$ cat src/rtl/if_fetch_ctrl_pkg.sv
`default_nettype none
// +----------------------------------------------------------------------+
// | if_fetch_ctrl_pkg : shared constants and types for the fetch front end|
// | rev 1.0                                                              |
// +----------------------------------------------------------------------+
package if_fetch_ctrl_pkg;

  localparam logic [31:0] RESET_PC = 32'h1c00_0000;
  localparam int          INST_W   = 32;

  typedef enum logic [1:0] {
    REDIR_NONE = 2'd0,
    REDIR_BR   = 2'd1,
    REDIR_EXCP = 2'd2,
    REDIR_ERTN = 2'd3
  } redir_src_e;

  // Exception beats ertn, ertn beats branch.
  function automatic redir_src_e redir_select(input logic excp, input logic ertn, input logic br);
    if (excp) return REDIR_EXCP;
    if (ertn) return REDIR_ERTN;
    if (br)   return REDIR_BR;
    return REDIR_NONE;
  endfunction

endpackage
`default_nettype wire

$ cat src/rtl/if_fetch_ctrl_fetch_pc_fifo.sv
`default_nettype none
// +----------------------------------------------------------------------+
// | fetch_pc_fifo : synchronous FIFO holding PCs of live fetch requests  |
// | rev 1.0                                                              |
// +----------------------------------------------------------------------+
module fetch_pc_fifo
  import if_fetch_ctrl_pkg::*;
#(
  parameter int DEPTH = 2,
  parameter int WIDTH = INST_W
) (
  input  logic             clk,
  input  logic             reset,
  input  logic             push,
  input  logic [WIDTH-1:0] push_data,
  input  logic             pop,
  input  logic             clear,
  output logic [WIDTH-1:0] head,
  output logic             empty,
  output logic             full
);

  localparam int               PTR_W    = (DEPTH > 1) ? $clog2(DEPTH) : 1;
  localparam int               CNT_W    = $clog2(DEPTH + 1);
  localparam logic [PTR_W-1:0] LAST     = PTR_W'(DEPTH - 1);
  localparam logic [CNT_W-1:0] FULL_CNT = CNT_W'(DEPTH);

  logic [WIDTH-1:0] mem_q [DEPTH];
  logic [PTR_W-1:0] wr_ptr_q, wr_ptr_d;
  logic [PTR_W-1:0] rd_ptr_q, rd_ptr_d;
  logic [CNT_W-1:0] count_q, count_d;
  logic             do_push;
  logic             do_pop;

  assign empty = (count_q == '0);
  assign full  = (count_q == FULL_CNT);
  assign head  = mem_q[rd_ptr_q];

  always_comb begin
    do_push  = push & !full & !clear;
    do_pop   = pop & !empty & !clear;
    wr_ptr_d = wr_ptr_q;
    rd_ptr_d = rd_ptr_q;
    count_d  = count_q;
    if (clear) begin
      wr_ptr_d = '0;
      rd_ptr_d = '0;
      count_d  = '0;
    end else begin
      if (do_push) wr_ptr_d = (wr_ptr_q == LAST) ? '0 : wr_ptr_q + 1'b1;
      if (do_pop)  rd_ptr_d = (rd_ptr_q == LAST) ? '0 : rd_ptr_q + 1'b1;
      case ({do_push, do_pop})
        2'b10:   count_d = count_q + 1'b1;
        2'b01:   count_d = count_q - 1'b1;
        default: count_d = count_q;
      endcase
    end
  end

  always_ff @(posedge clk) begin
    if (reset) begin
      wr_ptr_q <= '0;
      rd_ptr_q <= '0;
      count_q  <= '0;
    end else begin
      wr_ptr_q <= wr_ptr_d;
      rd_ptr_q <= rd_ptr_d;
      count_q  <= count_d;
    end
  end

  always_ff @(posedge clk) begin
    if (do_push) mem_q[wr_ptr_q] <= push_data;
  end

endmodule
`default_nettype wire

$ cat src/rtl/if_fetch_ctrl.sv
`default_nettype none
// +----------------------------------------------------------------------+
// | if_fetch_ctrl : fetch PC sequencer with in-order outstanding requests |
// | rev 1.0                                                              |
// +----------------------------------------------------------------------+
module if_fetch_ctrl
  import if_fetch_ctrl_pkg::*;
#(
  parameter logic [31:0] RESET_PC        = if_fetch_ctrl_pkg::RESET_PC,
  parameter int          MAX_OUTSTANDING = 2,
  parameter int          CNT_W           = 3
) (
  input  logic              clk,
  input  logic              reset,
  input  logic              flush,
  input  logic [31:0]       flush_pc,
  input  logic              excp_flush,
  input  logic [31:0]       excp_entry,
  input  logic              ertn_flush,
  input  logic [31:0]       era,
  output logic              req_valid,
  output logic [31:0]       req_addr,
  input  logic              req_ready,
  input  logic              resp_valid,
  input  logic [INST_W-1:0] resp_inst,
  output logic              resp_ready,
  output logic              ib_valid,
  output logic [INST_W-1:0] ib_inst,
  output logic [31:0]       ib_pc,
  input  logic              ib_ready
);

  localparam logic [CNT_W-1:0] MAX_CNT = CNT_W'(MAX_OUTSTANDING);
  localparam logic [CNT_W-1:0] CNT_ONE = CNT_W'(1);

  logic [31:0]       pc_q, pc_d;
  logic [CNT_W-1:0]  out_cnt_q, out_cnt_d;
  logic [CNT_W-1:0]  drop_cnt_q, drop_cnt_d;
  logic              ib_valid_q, ib_valid_d;
  logic [INST_W-1:0] ib_inst_q, ib_inst_d;
  logic [31:0]       ib_pc_q, ib_pc_d;

  redir_src_e        redir_src;
  logic              redir;
  logic [31:0]       redir_target;
  logic              issue;
  logic              resp_acc;
  logic              resp_live;
  logic [31:0]       fifo_head;
  logic              fifo_empty;
  logic              fifo_full;

  fetch_pc_fifo #(
    .DEPTH (MAX_OUTSTANDING),
    .WIDTH (32)
  ) u_pc_fifo (
    .clk       (clk),
    .reset     (reset),
    .push      (issue),
    .push_data (pc_q),
    .pop       (resp_live),
    .clear     (redir),
    .head      (fifo_head),
    .empty     (fifo_empty),
    .full      (fifo_full)
  );

  always_comb begin
    redir_src = redir_select(excp_flush, ertn_flush, flush);
    redir     = (redir_src != REDIR_NONE);
    case (redir_src)
      REDIR_EXCP: redir_target = {excp_entry[31:2], 2'b00};
      REDIR_ERTN: redir_target = {era[31:2], 2'b00};
      default:    redir_target = {flush_pc[31:2], 2'b00};
    endcase

    req_valid  = !reset & !redir & (out_cnt_q < MAX_CNT) & !fifo_full;
    req_addr   = pc_q;
    resp_ready = (drop_cnt_q != '0) | !ib_valid_q | ib_ready;
    issue      = req_valid & req_ready;
    resp_acc   = resp_valid & resp_ready;
    // A response landing in a redirect cycle is stale even if drop_cnt is zero.
    resp_live  = resp_acc & (drop_cnt_q == '0) & !redir & !fifo_empty;

    pc_d = pc_q;
    if (redir)      pc_d = redir_target;
    else if (issue) pc_d = pc_q + 32'd4;

    out_cnt_d = out_cnt_q;
    if (issue && !resp_acc)      out_cnt_d = out_cnt_q + CNT_ONE;
    else if (!issue && resp_acc) out_cnt_d = out_cnt_q - CNT_ONE;

    drop_cnt_d = drop_cnt_q;
    if (redir)                               drop_cnt_d = resp_acc ? out_cnt_q - CNT_ONE : out_cnt_q;
    else if (resp_acc && drop_cnt_q != '0)   drop_cnt_d = drop_cnt_q - CNT_ONE;

    ib_valid_d = ib_valid_q;
    ib_inst_d  = ib_inst_q;
    ib_pc_d    = ib_pc_q;
    if (redir) begin
      ib_valid_d = 1'b0;
    end else if (resp_live) begin
      ib_valid_d = 1'b1;
      ib_inst_d  = resp_inst;
      ib_pc_d    = fifo_head;
    end else if (ib_valid_q && ib_ready) begin
      ib_valid_d = 1'b0;
    end
  end

  always_ff @(posedge clk) begin
    if (reset) begin
      pc_q       <= RESET_PC;
      out_cnt_q  <= '0;
      drop_cnt_q <= '0;
      ib_valid_q <= 1'b0;
      ib_inst_q  <= '0;
      ib_pc_q    <= '0;
    end else begin
      pc_q       <= pc_d;
      out_cnt_q  <= out_cnt_d;
      drop_cnt_q <= drop_cnt_d;
      ib_valid_q <= ib_valid_d;
      ib_inst_q  <= ib_inst_d;
      ib_pc_q    <= ib_pc_d;
    end
  end

  assign ib_valid = ib_valid_q;
  assign ib_inst  = ib_inst_q;
  assign ib_pc    = ib_pc_q;

endmodule
`default_nettype wire

$ cat config.mk
export PLATFORM = sky130hd
export DESIGN_NAME = if_fetch_ctrl
export DESIGN_NICKNAME = d
export VERILOG_FILES = /design/src/rtl/if_fetch_ctrl_pkg.sv /design/src/rtl/if_fetch_ctrl_fetch_pc_fifo.sv /design/src/rtl/if_fetch_ctrl.sv
export SDC_FILE = /design/constraint.sdc
export NUM_CORES = 1
export LEC_CHECK = 0
export ABC_AREA = 1
export CORE_AREA = 5 5 180 182
export CTS_CLUSTER_DIAMETER = 50
export CTS_CLUSTER_SIZE = 14
export DETAILED_ROUTE_END_ITERATION = 12
export DIE_AREA = 0 0 185 187
export GPL_TIMING_DRIVEN = 0
export PLACE_DENSITY_LB_ADDON = 0.12
export SLEW_MARGIN = 30
export SYNTH_ARGS = -nofsm -noshare
export SYNTH_HDL_FRONTEND = slang
export SYNTH_SLANG_ARGS = --single-unit
$ cat constraint.sdc
create_clock -name clk -period 3.5 [get_ports clk]
set_input_delay 0.7 -clock clk [delete_from_list [all_inputs] [get_ports clk]]
set_output_delay 0.7 -clock clk [all_outputs]
set_load 0.03 [all_outputs]
# Word level (Yosys, flattened, before mapping)
# Memory sizes are Yosys's and may differ from the RTL's. A register that Yosys moved wholly into a read port is not among the register bits.
# Cells that the tools add are included.
[word_totals] ramBits=64 word_cells=87 inputBits=136 regBits=75 memories=1
[classes] mux=27 order_cmp=1 add_sub_neg=8 bitwise_logic=15 n_eq_ne=5 reduce_logical=22
[mem_list] memory="u_pc_fifo.mem_q" depth=2 word_bits=32 read_ports=1 rd_ports_with_merged_regs=1 write_ports=1 line="if_fetch_ctrl_fetch_pc_fifo.sv:28" text="logic [WIDTH-1:0] mem_q [DEPTH];"
[ops] op="32-bit two-way mux" n=2
[ops] op="32-bit one-hot mux with 2 select lines" n=1
[ops] op="32-bit by 3-bit adder with 32-bit output (second input constant)" n=1
[ops] op="3-bit two-way mux" n=5
[ops] op="1-bit AND" n=12
[ops] op="1-bit two-way mux" n=12
[ops] op="2-bit two-way mux" n=6
[ops] op="2-bit nonzero test" n=6
[ops] op="2-bit equality test (second input constant)" n=4
[ops] op="1-bit zero test" n=7
[ops] op="3-bit by 1-bit subtractor with 3-bit output (second input constant)" n=2
[ops] op="1-bit logical AND" n=4
[ops] op="2-bit one-hot mux with 2 select lines" n=1
[ops] op="3-bit by 1-bit adder with 3-bit output (second input constant)" n=1
[ops] op="3-bit zero test" n=1
[ops] op="3-bit by 2-bit less-than comparator with 1-bit output (second input constant)" n=1
[ops] op="3-bit nonzero test" n=1
[ops] op="1-bit adder (second input constant)" n=2
[ops] op="2-bit by 1-bit adder with 2-bit output (second input constant)" n=1
[ops] op="2-bit by 1-bit equality test with 1-bit output (second input constant)" n=1
[ops] op="2-bit zero test" n=1
[ops] op="1-bit OR" n=2
[ops] op="2-bit AND reduction" n=1
[ops] op="2-bit OR reduction" n=1
[ops] op="2 further kinds" n=2

# Logic depth before layout (Yosys ltp)
[logic_depth] depth_word=17 depth_mapped=16 ltp_nobuf=14

# Modules after synthesis
# Synthesis repeated with hierarchy kept, for this count alone.
[hier_totals] hier_cells=962 area_unflattened_um2=8154.1
[modules_own_cells] mod="if_fetch_ctrl" area_each_um2=5431.5 cells_each=822 n_inst=1
[modules_own_cells] mod="fetch_pc_fifo" area_each_um2=2722.6 cells_each=140 n_inst=1

# Worst setup path after synthesis
# OpenSTA, ideal clock, no wires.
[synth_path] path_kind="input to register" startpoint="input excp_flush" endpoint="memory u_pc_fifo.mem_q[0][10] (enable)" n_path_buf=2 setup_ns=0.417 t_required_ns=3.083 t_arrival_ns=2.966 path_stages=9 setup_slack_ns=0.117 path_cell_list="buf_6 -> nor2_8 -> nand2_4 -> inv_4 -> nand2_4 -> nor2_4 -> nand2_2 -> buf_2 -> nor2_1"
[synth_via] elab_chain_cells=12
[synth_rtl] element="start, declared" line="if_fetch_ctrl.sv:17" text="input logic excp_flush,"
[synth_rtl] element="1-bit two-way mux" line="if_fetch_ctrl_pkg.sv:20" text="if (excp) return REDIR_EXCP;"
[synth_rtl] element="2-bit two-way mux" line="if_fetch_ctrl_pkg.sv:21" text="if (ertn) return REDIR_ERTN;"
[synth_rtl] element="2-bit nonzero test" line="if_fetch_ctrl.sv:70" text="redir = (redir_src != REDIR_NONE);"
[synth_rtl] element="1-bit zero test" line="if_fetch_ctrl.sv:77" text="req_valid = !reset & !redir & (out_cnt_q < MAX_CNT) & !fifo_full;"
[synth_rtl] element="1-bit AND (3 in a row)" line="if_fetch_ctrl.sv:77"
[synth_rtl] element="named net req_valid" line="if_fetch_ctrl.sv:21" text="output logic req_valid,"
[synth_rtl] element="1-bit AND" line="if_fetch_ctrl.sv:80" text="issue = req_valid & req_ready;"
[synth_rtl] element="1-bit AND (2 in a row)" line="if_fetch_ctrl_fetch_pc_fifo.sv:40" text="do_push = push & !full & !clear;"
[synth_rtl] element="1-bit two-way mux" line="if_fetch_ctrl_fetch_pc_fifo.sv:73" text="if (do_push) mem_q[wr_ptr_q] <= push_data;"
[synth_rtl] element="1-bit two-way mux (not written as such)" line="if_fetch_ctrl_fetch_pc_fifo.sv:73"
[synth_rtl] element="end, declared" line="if_fetch_ctrl_fetch_pc_fifo.sv:28"
# The timed path passes the listed nets, and every way through them passes these cells.

# Worst setup path after layout
[layout_path] startpoint="input reset" endpoint="output req_valid"
[layout_via] elab_chain_cells=4
[layout_rtl] element="start, declared" line="if_fetch_ctrl.sv:14" text="input logic reset,"
[layout_rtl] element="1-bit zero test" line="if_fetch_ctrl.sv:77"
[layout_rtl] element="1-bit AND (3 in a row)" line="if_fetch_ctrl.sv:77"
[layout_rtl] element="end, declared" line="if_fetch_ctrl.sv:21"
# Every way passes these cells.

==> impl_metrics.ini <==
[routing]
dr_wl_met3_um = 1837
dr_total_vias = 7140
drtPass1Iterations = 5
drc_errors = 0
ant_nets = 0
wirelength_um = 27710
drt_iter0_markers = 369
met1_length_um = 12490
wl_met2_um = 13140
wl_per_cell_um = 17.35
vias_per_cell = 4.471
routed.top_layer = met4

[final_layout]
synthToLayoutAreaGrowth_pct = 45.83
drive_above_1_share = 0.06495
nFillCells = 3239
layout.nets = 1331
fin_cells = 1597
diodes = 0

[synthesis]
synth-seq-area-share = 0.5124
synth_cell_types = 37
syn_inst = 941
syn_area_per_cell_um2 = 8.012
yosysWarnings = 0
synth_seq_cells = 163
syn_area_mm2 = 0.007540

[floorplan]
die_x_um = 185
die_y_um = 187
coreArea_mm2 = 0.03043
ios = 235
die_area_mm2 = 0.03460
initial_core_util = 0.2478
row_count = 64

[cts]
insertion_delay_ns = 0.42
ctsResizeCount = 0
root_buffer = clkbuf_16
cts_buffers = 17
htreeDepth = 4
clockBufferDepth = 2
path_clk_slew_ns = 0.06
cts_sinks = 163
cts_tree = done
hold_buffers = 0
post-cts-setup-buffers = 0

[min_path]
hold_path_class = register to register

[sta]
setup_violations = 0
worst_pin_slew_ns = 0.7722
worst_clock_skew_ns = 0.01062
drv_slew = 0
post-route-period-util = 0.9208
hold_slack_ns = 0.4801
rsz0062_at_grt = no
setup_tns_ns = 0
relSlewSlack = 0.4852
finalWorstSetupSlack_ns = 0.2771
hold_viol = 0
max_freq_ghz = 0.3103
final.min_clock_period_ns = 3.223

[global_route]
grt_max_degree = 19
grt_use_total = 0.1588
grt_pass1_wl_um = 42320
grt_pass1_vias = 7127
grt_remaining_overflow = 0
antenna_found_initial = 0

[critical_path]
critPathMaxFanout = 7
end_kind = output pin
startpoint_type = input port
crit_type = input port to output pin
crit_arrival_ns = 2.52
crit_required_ns = 2.80

[outcome]
outcome = finished clean

[placed_design]
routabilityCongestion = 0.8578
dp.cells = 1565
port_buffers = 223
dp_hpwl_um = 21370
post-place-ws_ns = 0.2663

[flow_run]
maxCapViolCount = 0

[power]
ir_drop_uv = 310.5
p_leak_nw = 4.100
p_per_area_mw_per_mm2 = 424.6
==> layout by cell type (no fill, tap or decap), drive strengths merged, types with 5 or more instances in the layout <==
master / synthesis / routed
clkbuf: 26 / 51
nand2: 244 / 244
xor2: 5 / 5
a21oi: 51 / 51
mux2i: 6 / 6
a22oi: 10 / 10
inv: 47 / 50
ha: 7 / 7
dfxtp: 103 / 103
nand3: 33 / 33
buf: 28 / 30
a31oi: 36 / 36
clkdlybuf4s50: 0 / 223
o21ai: 110 / 110
nor2: 146 / 146
edfxtp: 60 / 60
xnor2: 8 / 8
==> sequential cells by signal, indices dropped and copies added (netlist names) <==
signal,count
req_addr,30
u_pc_fifo.rd_ptr_q,1
ib_valid,1
u_pc_fifo.wr_ptr_q,1
u_pc_fifo.count_q,2
drop_cnt_q,3
ib_inst,32
out_cnt_q,3
u_pc_fifo.mem_q,60
ib_pc,30
==> final timing paths <==
path / startpoint / to / slack (ns) / cells past startpoint
setup / recovery: reset / req_valid / 0.28 / 5
hold / removal: ib_inst[20]$_SDFFE_PP0P_ / ib_inst[20]$_SDFFE_PP0P_ / 0.48 / 2
hold reg to reg: ib_inst[20]$_SDFFE_PP0P_ / ib_inst[20]$_SDFFE_PP0P_ / 0.48 / 2
setup reg to reg: drop_cnt_q[0]$_SDFFE_PP0P_ / u_pc_fifo.count_q[0]$_SDFFE_PP0P_ / 0.93 / 14
==> metrics by stage <==
step	util	area [um^2]	total power [W]
finish	0.3613	11000	0.004669
global route	0.3613	11000	0.004866
CTS	0.3613	11000	0.004720
detailed placement	0.3401	10350	0.002712
global placement	0.3378	10280	0.002710
floorplan	-	7551	0.002377
==> Yosys cell counts <==
library cell  instances  area (um^2)
nand3_1              33        165.2
a21oi_1              51        255.2
and3_1                1        6.260
nor2_4                1        11.26
a211oi_1              1        7.510
nand2_1             239        897.1
or2_2                 1        6.260
xor2_1                5        43.79
edfxtp_1             60         1802
dfxtp_1             103         2062
buf_6                 6        67.56
o211ai_1              2        15.01
nor3_1                3        15.01
nand2_4               3        33.78
nand2_2               2        12.51
mux2i_1               6        60.06
o21ai_0             105        525.5
nor2_1              141        529.3
ha_1                  7        87.58
inv_4                 1        6.260
a22oi_1              10        75.07
xnor2_1               8        70.07
nand3b_1              4        30.03
a31oi_1              36        225.2
o21ai_1               5        25.02
a221oi_1              1        8.760
nor2_2                3        18.77
nor3_4                1        16.27
nor3b_1               2        15.01
inv_1                45        168.9
buf_4                 7        52.55
inv_2                 1        3.750
buf_2                15        75.07
nand4_1               4        25.02
nor2_8                1        20.02
clkbuf_1             26        97.59
conb_1                1        3.750
==> per-layer routing <==
layer | GRT usage | vias up
li1 | - | 3641
met1 | 0.2061 | 3245
met2 | 0.2672 | 240
met3 | 0.03967 | 14
met4 | 0.03473 | 0
met5 | 0 | -
==> critical path, cell delays in order <==
cell,delay [ns]
clkdlybuf4s50_1,0.52
inv_1,0.32
nand2_4,0.17
nor2_4,0.13
clkdlybuf4s50_1,0.68
==> power breakdown <==
group / switching [W] / leakage [nW] / internal, W / total (W)
Combinational: 0.000293 / 2.39 / 0.000273 / 0.000567
Clock: 0.000791 / 0.314 / 0.00121 / 0.00200
Sequential: 0.0000879 / 1.39 / 0.00201 / 0.00210
Total: 0.00117 / 4.10 / 0.00350 / 0.00467
==> kinds of logic (layout without fill, tap and decap cells) <==
family | Yosys count | in the layout | share of synthesized area
other | 1 | 4 | 0.0004974
adder cells (fa/ha/maj) | 7 | 7 | 0.01162
buffers and inverters | 101 | 358 | 0.06256
XOR/XNOR | 13 | 13 | 0.01510
multiplexers | 6 | 6 | 0.007966
AO/OA/AOI/OAI | 211 | 211 | 0.1508
flip-flops | 163 | 163 | 0.5124
AND/OR/NAND/NOR | 439 | 439 | 0.2390
==> area by class of cell <==
cell class / count / area (um^2) / area share
Timing Repair Buffer: 225 / 2287 / 0.2080
Sequential cell: 163 / 3864 / 0.3514
Multi-Input combinational cell: 680 / 3231 / 0.2938
Buffer: 54 / 292.8 / 0.02663
Clock inverter: 7 / 77.57 / 0.007055
Inverter: 47 / 178.9 / 0.01627
Clock buffer: 25 / 569.3 / 0.05178
Tap cell: 396 / 495.5 / 0.04506
No activity file was read; power rests on OpenSTA's default activity.
